<file path="src/rtl/tx_pshape_lut_fir_if.sv">
// Port bundle for the 4-ASK pulse-shaping filter: symbol handshake, coefficient
// write port, flag clear, filtered output and sticky status flags.
interface tx_pshape_lut_fir_if #(
   parameter int CW = 18,
   parameter int OW = 18,
   parameter int AW = 4
);
   // Symbol handshake: a symbol is taken on a rising clk edge where
   // sym_valid && sym_ready; sym_ready is high only on a sample strobe at
   // phase 0, and the producer must hold sym_data stable while sym_valid waits.
   logic                 samp_en;
   logic                 sym_valid;
   logic [1:0]           sym_data;
   logic                 sym_ready;
   logic                 coef_we;
   logic [AW-1:0]        coef_addr;
   logic signed [CW-1:0] coef_data;
   logic                 flags_clr;
   logic signed [OW-1:0] y;
   logic                 y_valid;
   logic                 underflow;
   logic                 sat;

   modport master (
      output samp_en, sym_valid, sym_data, coef_we, coef_addr, coef_data, flags_clr,
      input  sym_ready, y, y_valid, underflow, sat
   );

   modport slave (
      input  samp_en, sym_valid, sym_data, coef_we, coef_addr, coef_data, flags_clr,
      output sym_ready, y, y_valid, underflow, sat
   );
endinterface

</file>
<file path="src/rtl/tx_pshape_lut_fir.sv">
// Multiplier-free 4-ASK transmit pulse-shaping filter: zero-insertion upsampler
// feeding a folded, symmetric, runtime-loadable FIR with a 3-stage pipeline.
module tx_pshape_lut_fir #(
   parameter int NTAPS  = 21,
   parameter int SPS    = 4,
   parameter int CW     = 18,
   parameter int OW     = 18,
   parameter int OSHIFT = 2
) (
   input logic               clk,
   input logic               reset,
   tx_pshape_lut_fir_if.slave bus
);
   localparam int NHALF = (NTAPS + 1) / 2;
   localparam int PW    = (SPS > 1) ? $clog2(SPS) : 1;
   localparam int PWID  = CW + 4;
   localparam int AWID  = PWID + $clog2(NHALF);
   localparam logic signed [AWID-1:0] YMAX = AWID'((64'sd1 <<< (OW - 1)) - 64'sd1);
   localparam logic signed [AWID-1:0] YMIN = AWID'(-(64'sd1 <<< (OW - 1)));

   logic [PW-1:0]          phase;
   logic                   slot;
   logic signed [2:0]      sym_amp;
   logic signed [2:0]      line [NTAPS];
   logic signed [CW-1:0]   h    [NHALF];
   logic signed [3:0]      k    [NHALF];
   logic signed [PWID-1:0] prod [NHALF];
   logic signed [AWID-1:0] sum, acc, acc_sh;
   logic                   sh_v, p_v, acc_v;
   logic                   clip_hi, clip_lo;
   logic signed [OW-1:0]   y_next, y_q;
   logic                   y_valid_q, underflow_q, sat_q;

   assign slot          = (phase == '0);
   assign bus.sym_ready = bus.samp_en && slot;

   always_comb begin
      case (bus.sym_data)
         2'b00:   sym_amp = 3'sb101;
         2'b01:   sym_amp = 3'sb111;
         2'b10:   sym_amp = 3'sb001;
         default: sym_amp = 3'sb011;
      endcase
   end

   // Zero insertion: only a phase-0 strobe with a waiting symbol loads a non-zero amplitude.
   always_ff @(posedge clk or negedge reset) begin
      if (!reset) begin
         phase <= '0;
         sh_v  <= 1'b0;
         for (int i = 0; i < NTAPS; i++) line[i] <= '0;
      end else begin
         sh_v <= bus.samp_en;
         if (bus.samp_en) begin
            phase   <= (phase == PW'(SPS - 1)) ? '0 : phase + PW'(1);
            line[0] <= (slot && bus.sym_valid) ? sym_amp : 3'sb000;
            for (int i = 1; i < NTAPS; i++) line[i] <= line[i-1];
         end
      end
   end

   always_ff @(posedge clk or negedge reset) begin
      if (!reset) begin
         for (int j = 0; j < NHALF; j++) h[j] <= '0;
      end else if (bus.coef_we && (int'(bus.coef_addr) < NHALF)) begin
         h[bus.coef_addr] <= bus.coef_data;
      end
   end

   always_comb begin
      for (int j = 0; j < NHALF; j++)
         k[j] = 4'(line[j]) + ((j < NHALF - 1) ? 4'(line[NTAPS-1-j]) : 4'sb0000);
   end

   // |k| <= 6 needs at most three shifted copies of the coefficient.
   function automatic logic signed [PWID-1:0] shmul(input logic signed [CW-1:0] c,
                                                    input logic signed [3:0]    kk);
      logic signed [PWID-1:0] ce;
      logic signed [PWID-1:0] mag;
      logic [2:0]             m;
      ce  = PWID'(c);
      m   = kk[3] ? 3'(-kk) : 3'(kk);
      mag = '0;
      if (m[0]) mag = mag + ce;
      if (m[1]) mag = mag + (ce <<< 1);
      if (m[2]) mag = mag + (ce <<< 2);
      return kk[3] ? -mag : mag;
   endfunction

   always_ff @(posedge clk or negedge reset) begin
      if (!reset) begin
         p_v <= 1'b0;
         for (int j = 0; j < NHALF; j++) prod[j] <= '0;
      end else begin
         p_v <= sh_v;
         for (int j = 0; j < NHALF; j++) prod[j] <= shmul(h[j], k[j]);
      end
   end

   always_comb begin
      sum = '0;
      for (int j = 0; j < NHALF; j++) sum = sum + AWID'(prod[j]);
   end

   always_ff @(posedge clk or negedge reset) begin
      if (!reset) begin
         acc   <= '0;
         acc_v <= 1'b0;
      end else begin
         acc   <= sum;
         acc_v <= p_v;
      end
   end

   assign acc_sh  = acc >>> OSHIFT;
   assign clip_hi = (acc_sh > YMAX);
   assign clip_lo = (acc_sh < YMIN);
   assign y_next  = clip_hi ? OW'(YMAX) : (clip_lo ? OW'(YMIN) : OW'(acc_sh));

   // Set events take priority over flags_clr so a clip in the same cycle is never lost.
   always_ff @(posedge clk or negedge reset) begin
      if (!reset) begin
         y_q         <= '0;
         y_valid_q   <= 1'b0;
         underflow_q <= 1'b0;
         sat_q       <= 1'b0;
      end else begin
         y_valid_q <= acc_v;
         if (acc_v) y_q <= y_next;
         if (acc_v && (clip_hi || clip_lo)) sat_q <= 1'b1;
         else if (bus.flags_clr)            sat_q <= 1'b0;
         if (bus.samp_en && slot && !bus.sym_valid) underflow_q <= 1'b1;
         else if (bus.flags_clr)                    underflow_q <= 1'b0;
      end
   end

   assign bus.y         = y_q;
   assign bus.y_valid   = y_valid_q;
   assign bus.underflow = underflow_q;
   assign bus.sat       = sat_q;
endmodule

</file>
<file path="src/flat_wrapper.sv">
// flat-port wrapper written by rule: the top's interface ports become plain ports
module tx_pshape_lut_fir_flat 
#(
   parameter int NTAPS  = 21,
   parameter int SPS    = 4,
   parameter int CW     = 18,
   parameter int OW     = 18,
   parameter int OSHIFT = 2
)
  (clk, reset, bus_samp_en, bus_sym_valid, bus_sym_data, bus_coef_we, bus_coef_addr, bus_coef_data, bus_flags_clr, bus_sym_ready, bus_y, bus_y_valid, bus_underflow, bus_sat);
  tx_pshape_lut_fir_if #(.CW(CW), .OW(OW), .AW((4))) bus_i ();
  input logic clk;
  input logic reset;
  input wire logic [$bits(bus_i.samp_en)-1:0] bus_samp_en;
  input wire logic [$bits(bus_i.sym_valid)-1:0] bus_sym_valid;
  input wire logic [$bits(bus_i.sym_data)-1:0] bus_sym_data;
  input wire logic [$bits(bus_i.coef_we)-1:0] bus_coef_we;
  input wire logic [$bits(bus_i.coef_addr)-1:0] bus_coef_addr;
  input wire logic [$bits(bus_i.coef_data)-1:0] bus_coef_data;
  input wire logic [$bits(bus_i.flags_clr)-1:0] bus_flags_clr;
  output wire logic [$bits(bus_i.sym_ready)-1:0] bus_sym_ready;
  output wire logic [$bits(bus_i.y)-1:0] bus_y;
  output wire logic [$bits(bus_i.y_valid)-1:0] bus_y_valid;
  output wire logic [$bits(bus_i.underflow)-1:0] bus_underflow;
  output wire logic [$bits(bus_i.sat)-1:0] bus_sat;
  assign bus_i.samp_en = bus_samp_en;
  assign bus_i.sym_valid = bus_sym_valid;
  assign bus_i.sym_data = bus_sym_data;
  assign bus_i.coef_we = bus_coef_we;
  assign bus_i.coef_addr = bus_coef_addr;
  assign bus_i.coef_data = bus_coef_data;
  assign bus_i.flags_clr = bus_flags_clr;
  assign bus_sym_ready = bus_i.sym_ready;
  assign bus_y = bus_i.y;
  assign bus_y_valid = bus_i.y_valid;
  assign bus_underflow = bus_i.underflow;
  assign bus_sat = bus_i.sat;
  tx_pshape_lut_fir #(.NTAPS(NTAPS), .SPS(SPS), .CW(CW), .OW(OW), .OSHIFT(OSHIFT)) u_core (.clk(clk), .reset(reset), .bus(bus_i));
endmodule
</file>
<file path="config.mk">
export PLATFORM = sky130hd
export DESIGN_NAME = tx_pshape_lut_fir_flat
export DESIGN_NICKNAME = d
export VERILOG_FILES = /design/src/rtl/tx_pshape_lut_fir_if.sv /design/src/rtl/tx_pshape_lut_fir.sv /design/src/flat_wrapper.sv
export SDC_FILE = /design/constraint.sdc
export NUM_CORES = 2
export LEC_CHECK = 0
export BUFFER_PORTS_ARGS = -buffer_cell sky130_fd_sc_hd__buf_2
export CORE_ASPECT_RATIO = 1.1
export CORE_MARGIN = 1.5
export CORE_UTILIZATION = 50
export DETAILED_ROUTE_END_ITERATION = 12
export PLACE_DENSITY = 0.65
export REMOVE_ABC_BUFFERS = 1
export SKIP_LAST_GASP = 1
export SYNTH_ARGS = -nofsm -noshare
export SYNTH_HDL_FRONTEND = slang
export SYNTH_SLANG_ARGS = --single-unit
</file>
<file path="constraint.sdc">
create_clock -name clk -period 7 [get_ports clk]
set_input_delay 0.7 -clock clk [delete_from_list [all_inputs] [get_ports clk]]
set_output_delay 0.7 -clock clk [all_outputs]
set_load 0.01 [all_outputs]
</file>
==> results.yml <==
route:
  vias: 48290
  drc_errors: 0
  viasPerCell: 6.020
  ant_nets: 0
  firstDrtPassIters: 6
  drt-initial-drc-count: 3537
  wirelength_um: 171300
  wire_per_inst_um: 21.35
run_status:
  status: "finished, violations left"
  violations: "negative hold slack"
setup_path:
  startpoint_type: "flip-flop"
  timing.rr.end: "u_core.acc[25]"
  end_kind: "flip-flop"
  critPathTopFamily: "adder cells"
  crit_slowest_cell: "fa_1"
  critical_path_peak_fanout: 4
  crit_required_ns: 7.56
  r2r_slack_ns: 0.24
  r2r-start: "u_core.prod[178]"
  critPathMaxStageDelay_ns: 0.57
  arrival_ns: 7.32
  crit_start: "u_core.prod[178]"
  critical_path_buf_inv_count: 2
  reg2reg_depth: 27
  crit_type: "reg -> reg"
floorplan:
  die_height_um: 355.4
  dieArea_um2: 114900
  die_width_um: 323.4
  core_area_um2: 112200
  rows: 129
  start_util: 0.5032
  ioPinCount: 52
place:
  pre_cts_ws_ns: -0.003311
  io_buffers: 51
  place_congestion: 0.9441
  post-dp-hpwl_um: 130000
sta:
  tns_ns: 0
  fin_crit_ns: 6.763
  rsz0062_at_grt: "yes"
  max_freq_mhz: 147.9
  slew_headroom: 0.1655
  worst_pin_slew_ns: 1.248
  timing.final.ws_setup_ns: 0.2374
  fin_worst_skew_ns: 0.02652
  holdWs_ns: -0.008831
  finalHoldViolCount: 4
  setup_viol: 0
  maxSlewViolCount: 0
  period_share: 0.9661
clock_network:
  hold_buffers: 0
  cts_buffers: 68
  root_buffer: "clkbuf_16"
  cts_htree_levels: 3
  clock_sinks: 553
  clk_pin_slew_ns: 0.06
  cts_buffer_depth: 3
  insertion_delay_ns: 0.66
  cts_tree: "yes"
flow_run:
  cap_violations: 0
synth:
  yosysWarnings: 0
  synth_edf_count: 0
  seq_area_frac_synth: 0.2451
  avgSynthCellArea_um2: 8.759
  async_reset_ff_frac: 1.000
  synth.distinct_cells: 93
  syn_inst: 6445
  syn_area_um2: 56450
  ys_ff_latch: 553
  ys.flop_type: "dfrtp_1"
final_layout:
  fin_nets: 7201
  layout-drive-gt1-share: 0.09846
  syn2layout_area_growth_pct: 8.438
  fill_cells: 10280
grt:
  grt_pass1_wl_um: 267000
  grt_usage: 0.2985
  grt_pass1_vias: 46420
  grt_antenna_before_repair: 15
  grt_overflow: 0
  grt_max_degree: 175
worst_hold_path:
  hold_class: "in -> async"
-- final cells by class --
class / instances / area (µm²) / area share
Multi-Input combinational cell: 5260 / 40420 / 0.6603
Sequential cell: 553 / 13840 / 0.2261
Antenna cell: 5 / 12.51 / 0.0002044
Timing Repair Buffer: 140 / 960.9 / 0.01570
Clock buffer: 82 / 1856 / 0.03031
Tap cell: 1506 / 1884 / 0.03078
Inverter: 435 / 1633 / 0.02667
Clock inverter: 40 / 608.1 / 0.009934
-- sequential cells by signal, indices dropped and copies added (netlist names) --
signal                cells
u_core.acc               24
u_core.bus.sat            1
u_core.bus.underflow      1
u_core.bus.y_valid        1
u_core.sh_v               1
u_core.acc_v              1
u_core.line              63
u_core.p_v                1
u_core.bus.y             18
u_core.phase              2
u_core.h                198
u_core.prod             242
-- per-layer routing --
layer / global-route usage / vias up / wire (µm)
met5: 0 / - / 13
met4: 0.1168 / 2 / 6611
met3: 0.03119 / 253 / 8601
met2: 0.4812 / 1190 / 78510
met1: 0.4108 / 23620 / 77520
li1: - / 23230 / -
-- cell usage after synthesis (49+ instances only) --
cell      count  share of area
dfrtp_1     553           0.25
nand2_1     509          0.034
ha_1        496           0.11
nor2_1      460          0.031
inv_1       435          0.029
a21oi_1     431          0.038
o21ai_0     425          0.038
xnor2_1     337          0.052
mux2_2      290          0.058
fa_1        217          0.077
xor2_1      193          0.030
and2_1      191          0.021
clkbuf_1    177          0.012
a21o_1      156          0.021
a31oi_1     111          0.012
mux2i_1     111          0.020
nor3_1      111         0.0098
a211oi_1    104          0.014
nand3_1     103         0.0091
o21a_1       81          0.011
nand2b_1     77         0.0085
nor2b_1      72         0.0080
o211ai_1     65         0.0086
o31ai_1      49         0.0065
or3_1        49         0.0054
-- cell families after synthesis --
| group | Yosys count | share of synthesized area |
|---|---|---|
| mux | 402 | 0.07780 |
| fa+ha+maj | 713 | 0.1869 |
| flops | 553 | 0.2451 |
| buf+inv | 632 | 0.04227 |
| simple gates | 1809 | 0.1578 |
| compound gates | 1806 | 0.2079 |
| xor+xnor | 530 | 0.08223 |
-- worst max path at each step --
stage	to	cells past startpoint
finish	u_core.acc[25]	27
global route	u_core.acc[25]	31
CTS	u_core.acc[25]	27
detailed placement	u_core.acc[25]	31
global placement	u_core.acc[25]	31
floorplan	u_core.acc[25]	31
-- metrics by stage --
stage	util	area [µm²]	std cells
after floorplan	-	55700	6248
after global placement	0.5227	58630	7890
after detailed placement	0.5227	58630	7890
after CTS	0.5446	61090	8012
after global routing	0.5456	61200	8016
final	0.5457	61210	8021
-- timing repair --
item | CTS | global route
resized for setup | 2 | 20
setup buffers | 0 | 4
pin swaps | 1 | 7
endpoints found under the setup margin | 2 | 8
-- placed cells by master, fill, tap and decap left out, types with 81 or more instances in the layout --
cell type and n:
dfrtp_1 553, nand2_1 509, ha_1 495, nor2_1 457, inv_1 435, a21oi_1 425, o21ai_0 420, xnor2_1 329
mux2_2 290, fa_1 217, xor2_1 192, and2_1 191, a21o_1 156, nor3_1 109, a31oi_1 109, mux2i_1 104
a211oi_1 103, nand3_1 103, buf_4 88, o21a_1 81
Power is left out: the tool's default activity adds up to more than one toggle a clock period on the data nets, which glitch-free logic cannot reach.
